==> src/rtl/fft_pkg.sv <==
// ============================================================================
// fft_pkg - shared constants and complex types for the 16-point FFT datapath.
// Revision 1.0
// ============================================================================
`default_nettype none

package fft_pkg;

  localparam int N_FFT   = 16;
  localparam int K_W     = 3;
  localparam int DATA_W  = 16;
  localparam int TW_W    = 16;
  localparam int TW_FRAC = 14;
  localparam logic [15:0] TW_ONE = 16'h4000;

  typedef struct packed {
    logic signed [DATA_W-1:0] re;
    logic signed [DATA_W-1:0] im;
  } cplx_t;

  typedef struct packed {
    logic signed [TW_W-1:0] re;
    logic signed [TW_W-1:0] im;
  } tw_t;

endpackage

`default_nettype wire

==> src/rtl/fft_cmul.sv <==
// ============================================================================
// fft_cmul - 2-stage enable-gated complex multiplier t = W*B, rounded to
// DATA_W+2 bits (operand register, product register, combinational rounding).
// Revision 1.0
// ============================================================================
`default_nettype none

module fft_cmul import fft_pkg::*; #(
  parameter int DATA_W  = 16,
  parameter int TW_W    = 16,
  parameter int TW_FRAC = 14,
  parameter int OUT_W   = DATA_W + 2
) (
  input  logic                     clk,
  input  logic                     rst_n,
  input  logic                     en,
  input  logic signed [DATA_W-1:0] b_re,
  input  logic signed [DATA_W-1:0] b_im,
  input  logic signed [TW_W-1:0]   w_re,
  input  logic signed [TW_W-1:0]   w_im,
  output logic signed [OUT_W-1:0]  t_re,
  output logic signed [OUT_W-1:0]  t_im
);

  localparam int PW = DATA_W + TW_W;
  localparam logic signed [PW:0] RND =
    {{(PW + 1 - TW_FRAC){1'b0}}, 1'b1, {(TW_FRAC - 1){1'b0}}};

  logic signed [DATA_W-1:0] b1_re, b1_im;
  logic signed [TW_W-1:0]   w1_re, w1_im;
  logic signed [PW-1:0]     p_rr, p_ii, p_ri, p_ir;
  logic signed [PW:0]       sum_re, sum_im;

  always_ff @(posedge clk or negedge rst_n) begin
    if (!rst_n) begin
      b1_re <= '0;
      b1_im <= '0;
      w1_re <= '0;
      w1_im <= '0;
      p_rr  <= '0;
      p_ii  <= '0;
      p_ri  <= '0;
      p_ir  <= '0;
    end else if (en) begin
      b1_re <= b_re;
      b1_im <= b_im;
      w1_re <= w_re;
      w1_im <= w_im;
      p_rr  <= PW'(b1_re) * PW'(w1_re);
      p_ii  <= PW'(b1_im) * PW'(w1_im);
      p_ri  <= PW'(b1_re) * PW'(w1_im);
      p_ir  <= PW'(b1_im) * PW'(w1_re);
    end
  end

  // One guard bit keeps the sum/difference of two full-range products exact.
  assign sum_re = (PW + 1)'(p_rr) - (PW + 1)'(p_ii) + RND;
  assign sum_im = (PW + 1)'(p_ri) + (PW + 1)'(p_ir) + RND;
  assign t_re   = OUT_W'(sum_re >>> TW_FRAC);
  assign t_im   = OUT_W'(sum_im >>> TW_FRAC);

endmodule

`default_nettype wire

==> src/rtl/fft_bfly_r2.sv <==
// ============================================================================
// fft_bfly_r2 - pipelined radix-2 DIT butterfly X0 = A + W*B, X1 = A - W*B.
// Macro BFLY_SAT_EN: saturate outputs and drive sticky ovf.  Revision 1.0
// ============================================================================
`default_nettype none

module fft_bfly_r2 import fft_pkg::*; #(
  parameter int DATA_W  = 16,
  parameter int TW_W    = 16,
  parameter int TW_FRAC = 14,
  parameter int SCALE   = 0
) (
  input  logic                     clk,
  input  logic                     rst_n,
  input  logic                     in_valid,
  output logic                     in_ready,
  input  logic signed [DATA_W-1:0] in_a_re,
  input  logic signed [DATA_W-1:0] in_a_im,
  input  logic signed [DATA_W-1:0] in_b_re,
  input  logic signed [DATA_W-1:0] in_b_im,
  input  logic [K_W-1:0]           in_k,
  output logic [K_W-1:0]           tw_k,
  input  logic signed [TW_W-1:0]   tw_re,
  input  logic signed [TW_W-1:0]   tw_im,
  output logic                     out_valid,
  input  logic                     out_ready,
  output logic signed [DATA_W-1:0] out_x0_re,
  output logic signed [DATA_W-1:0] out_x0_im,
  output logic signed [DATA_W-1:0] out_x1_re,
  output logic signed [DATA_W-1:0] out_x1_im,
  output logic                     ovf,
  input  logic                     ovf_clr
);

  localparam int SW = DATA_W + 3;

  logic                     en;
  logic                     v1, v2;
  logic signed [DATA_W-1:0] a1_re, a1_im, a2_re, a2_im;
  logic signed [DATA_W+1:0] t_re, t_im;
  logic signed [SW-1:0]     sum [4];
  logic signed [SW-1:0]     scl [4];
  logic signed [DATA_W-1:0] red [4];

  // Single global enable: the whole pipe freezes on output back-pressure.
  assign en       = !out_valid || out_ready;
  assign in_ready = en;
  assign tw_k     = in_k;

  fft_cmul #(
    .DATA_W (DATA_W),
    .TW_W   (TW_W),
    .TW_FRAC(TW_FRAC),
    .OUT_W  (DATA_W + 2)
  ) u_cmul (
    .clk  (clk),
    .rst_n(rst_n),
    .en   (en),
    .b_re (in_b_re),
    .b_im (in_b_im),
    .w_re (tw_re),
    .w_im (tw_im),
    .t_re (t_re),
    .t_im (t_im)
  );

  assign sum[0] = SW'(a2_re) + SW'(t_re);
  assign sum[1] = SW'(a2_im) + SW'(t_im);
  assign sum[2] = SW'(a2_re) - SW'(t_re);
  assign sum[3] = SW'(a2_im) - SW'(t_im);

`ifdef BFLY_SAT_EN
  localparam logic signed [SW-1:0] MAX_V = (SW'(1) <<< (DATA_W - 1)) - SW'(1);
  localparam logic signed [SW-1:0] MIN_V = -MAX_V - SW'(1);
  logic [3:0] clip;
`endif

  generate
    for (genvar i = 0; i < 4; i++) begin : g_comp
      if (SCALE != 0) begin : g_scale
        assign scl[i] = (sum[i] + SW'(1)) >>> 1;
      end else begin : g_noscale
        assign scl[i] = sum[i];
      end
`ifdef BFLY_SAT_EN
      assign clip[i] = (scl[i] > MAX_V) || (scl[i] < MIN_V);
      assign red[i]  = (scl[i] > MAX_V) ? DATA_W'(MAX_V) :
                       (scl[i] < MIN_V) ? DATA_W'(MIN_V) : DATA_W'(scl[i]);
`else
      assign red[i] = DATA_W'(scl[i]);
`endif
    end
  endgenerate

  always_ff @(posedge clk or negedge rst_n) begin
    if (!rst_n) begin
      v1        <= 1'b0;
      v2        <= 1'b0;
      out_valid <= 1'b0;
      a1_re     <= '0;
      a1_im     <= '0;
      a2_re     <= '0;
      a2_im     <= '0;
      out_x0_re <= '0;
      out_x0_im <= '0;
      out_x1_re <= '0;
      out_x1_im <= '0;
    end else if (en) begin
      v1        <= in_valid;
      a1_re     <= in_a_re;
      a1_im     <= in_a_im;
      v2        <= v1;
      a2_re     <= a1_re;
      a2_im     <= a1_im;
      out_valid <= v2;
      out_x0_re <= red[0];
      out_x0_im <= red[1];
      out_x1_re <= red[2];
      out_x1_im <= red[3];
    end
  end

`ifdef BFLY_SAT_EN
  // A clamp landing in the output register beats a simultaneous clear.
  always_ff @(posedge clk or negedge rst_n) begin
    if (!rst_n) begin
      ovf <= 1'b0;
    end else if (en && v2 && (|clip)) begin
      ovf <= 1'b1;
    end else if (ovf_clr) begin
      ovf <= 1'b0;
    end
  end
`else
  logic unused_ovf_clr;
  assign unused_ovf_clr = ovf_clr;
  assign ovf            = 1'b0;
`endif

endmodule

`default_nettype wire

==> config.mk <==
export PLATFORM = sky130hd
export DESIGN_NAME = fft_bfly_r2
export DESIGN_NICKNAME = d
export VERILOG_FILES = /design/src/rtl/fft_pkg.sv /design/src/rtl/fft_cmul.sv /design/src/rtl/fft_bfly_r2.sv
export SDC_FILE = /design/constraint.sdc
export NUM_CORES = 2
export LEC_CHECK = 0
export BUFFER_PORTS_ARGS = -buffer_cell sky130_fd_sc_hd__buf_2
export CAP_MARGIN = 20
export CELL_PAD_IN_SITES_DETAIL_PLACEMENT = 1
export CELL_PAD_IN_SITES_GLOBAL_PLACEMENT = 1
export CORE_ASPECT_RATIO = 1.4
export CORE_UTILIZATION = 47
export CTS_CLUSTER_SIZE = 10
export DETAILED_ROUTE_END_ITERATION = 6
export PLACE_DENSITY_LB_ADDON = 0.1
export RECOVER_POWER = 100
export SKIP_LAST_GASP = 1
export SYNTH_ARGS = -nofsm -noshare
export SYNTH_HDL_FRONTEND = slang
export SYNTH_HIERARCHICAL = 1
export SYNTH_SLANG_ARGS = --single-unit
==> constraint.sdc <==
create_clock -name clk -period 6.7 [get_ports clk]
set_clock_uncertainty 0.05 [all_clocks]
set_input_delay 0.335 -clock clk [delete_from_list [all_inputs] [get_ports clk]]
set_output_delay 0.335 -clock clk [all_outputs]
set_load 0.01 [all_outputs]
==> metrics <==
Syn. warnings 6; hold slack 389.0 ps; initial antenna violation count 4; hpwl dp 130800 µm; post-route ant nets 0; final cell count without fillers 7836; worst-path fanout max 7; routability cong. 0.8848; Setup WS post-layout 221.6 ps; slowest CP cell fa_1; CP Launch Type flip-flop; crit share post-route 96.69%; GRT Total Usage 27.89%; Fin. Hold Viols 0; final instance area 0.06241 mm²; Placed Instances 7664; drt pass-1 iters 5; grt ovf 0; number of fillers in the final layout 13340; Final Setup Violations 0; CP dominant cell by count fa_1; initial core utilization 47.42%; clock-pin slew on the worst setup and hold paths 70 ps; Die Wd 291.5 µm; final WL 159700 µm; vias per cell 5.231; Die Height 407.3 µm; crit path cell chain buf_4 > nand2_1 > fa_1 > inv_1 > fa_1 > inv_1 > fa_1 > inv_1 > fa_1 > fa_1 > inv_1 > fa_1 > inv_1 > ha_1 > a21o_1 > a21oi_1 > nor2_1 > a311oi_4 > o21ai_1 > nor4_1 > o41ai_1 > xnor2_1 > buf_4 > mux2_2; DR WL/cell 20.38 µm; port bufs 165; WS Path Type reg -> reg; Synth Net Count 7555; worst slew pin tran 3198 ps; HP Class in -> reg; Max Transition Viols Final 399; crit path DAT 6970 ps; fmax 154.4 MHz; DP Worst Slack -55.22 ps; outcome finished, violations left; TritonCTS Buffers 43; Area Growth Syn to Fin 13.18%; Core Rows 148; mapped cell area 0.05514 mm²; core area 0.1163 mm²; syn avg cell area 9.300 µm²; Total Nets Final 7935; Die ar. 0.1187 mm²; pin count of the biggest net entering global routing 110; drt drc 0; vias in the first global route 46860; CTS tree done; failing checks max-capacitance violations, max-slew violations; Root Buffer clkbuf_16; H-tree Lvls 2; headroom to the max-slew limit -113.2%; DR vias 40990; clk_lat worst skew 650 ps; maximum buffer depth of the clock tree 3; first-pass GRT wire length 256400 µm; Setup crit end kind flip-flop; Tmin final 6478 ps; RSZ-0062 raised after global routing yes; Clock Sinks 313; Worst path max stage delay 590 ps; dpl cell area 0.06009 mm²; Max-Cap Viols 6; CP required 7190 ps; Ports 174; ratio of cells with drive above 1 in the final layout 10.75%; DRT iter0 DRCs 1563; Syn Inst Count 5929
-- final cells by class --
type | instances | area, µm² | area share (%)
multi-input combinational | 4103 | 41670 | 66.77
sequential | 313 | 7844 | 12.57
timing repair buffer | 615 | 4994 | 8.001
inverter | 1233 | 4639 | 7.434
tap | 1500 | 1877 | 3.007
clock buffer | 59 | 1216 | 1.949
clock inverter | 12 | 167.7 | 0.2686
antenna | 1 | 2.502 | 0.004010
-- repair_timing --
item | CTS | global route
pin swaps | 1 | 11
setup buffers | 0 | 1
hold buffers | 98 | 0
setup endpoints to repair | 4 | 18
hold endpoints to repair | 148 | 0
gates resized for setup | 3 | 37
-- cell usage in the layout (no fill, tap or decap), drive strengths merged, types with 98 or more instances in the layout --
cell type,n
and2,492
dlygate4sd3,98
o21ai,145
clkbuf,150
ha,494
mux2,130
buf,425
nand2,783
a21oi,169
inv,1233
dfrtp,313
nor2,204
fa,1028
xnor2,113
-- path summary, 6_finish.rpt --
kind                               endpoint            start  cells after the start  slack, ps
hold reg to reg                out_x0_re[1]     out_x0_re[1]                      2        420
max in group asynchronous  u_cmul/b1_im[14]            rst_n                      3       1140
setup / recovery            u_cmul/p_ri[24]  u_cmul/w1_im[9]                     24        220
hold / removal                    a1_im[12]      in_a_im[12]                      4        390
setup reg to reg            u_cmul/p_ri[24]  u_cmul/w1_im[9]                     24        220
min in group asynchronous      out_x0_re[7]            rst_n                      2       1240
-- stage by stage --
stage	setup TNS [ps]	util, %
2_1_floorplan	0	-
3_3_place_gp	0	51.67
3_5_place_dp	-55.22	51.67
4_1_cts	0	53.71
5_1_grt	-180.7	53.66
6_report	0	53.67
-- per-layer routing --
| layer | vias to the layer above | routed length (µm) | global-route usage [%] |
|---|---|---|---|
| li1 | 18710 | - | - |
| met1 | 21420 | 63470 | 33.47 |
| met2 | 623 | 83950 | 50.69 |
| met3 | 230 | 4331 | 2.414 |
| met4 | 2 | 7922 | 12.12 |
| met5 | - | 14 | 0 |
-- sequential cells by signal, summed over array words and instances, names as in the netlist, 30 cells and up --
name         cells
u_cmul/p_ii     30
u_cmul/p_ir     30
u_cmul/p_ri     30
u_cmul/p_rr     30
-- worst max-delay path: cells and delay by family, from the launching register on --
kind	cells	cell delay [ps]
buf+inv	7	670
compound gates	5	1000
simple gates	3	500
flops	1	460
fa+ha+maj	7	3290
xor+xnor	1	140
mux	1	250
Power is not shown: default switching activity piles up to over one toggle a cycle in this logic, so the estimate is an artifact.
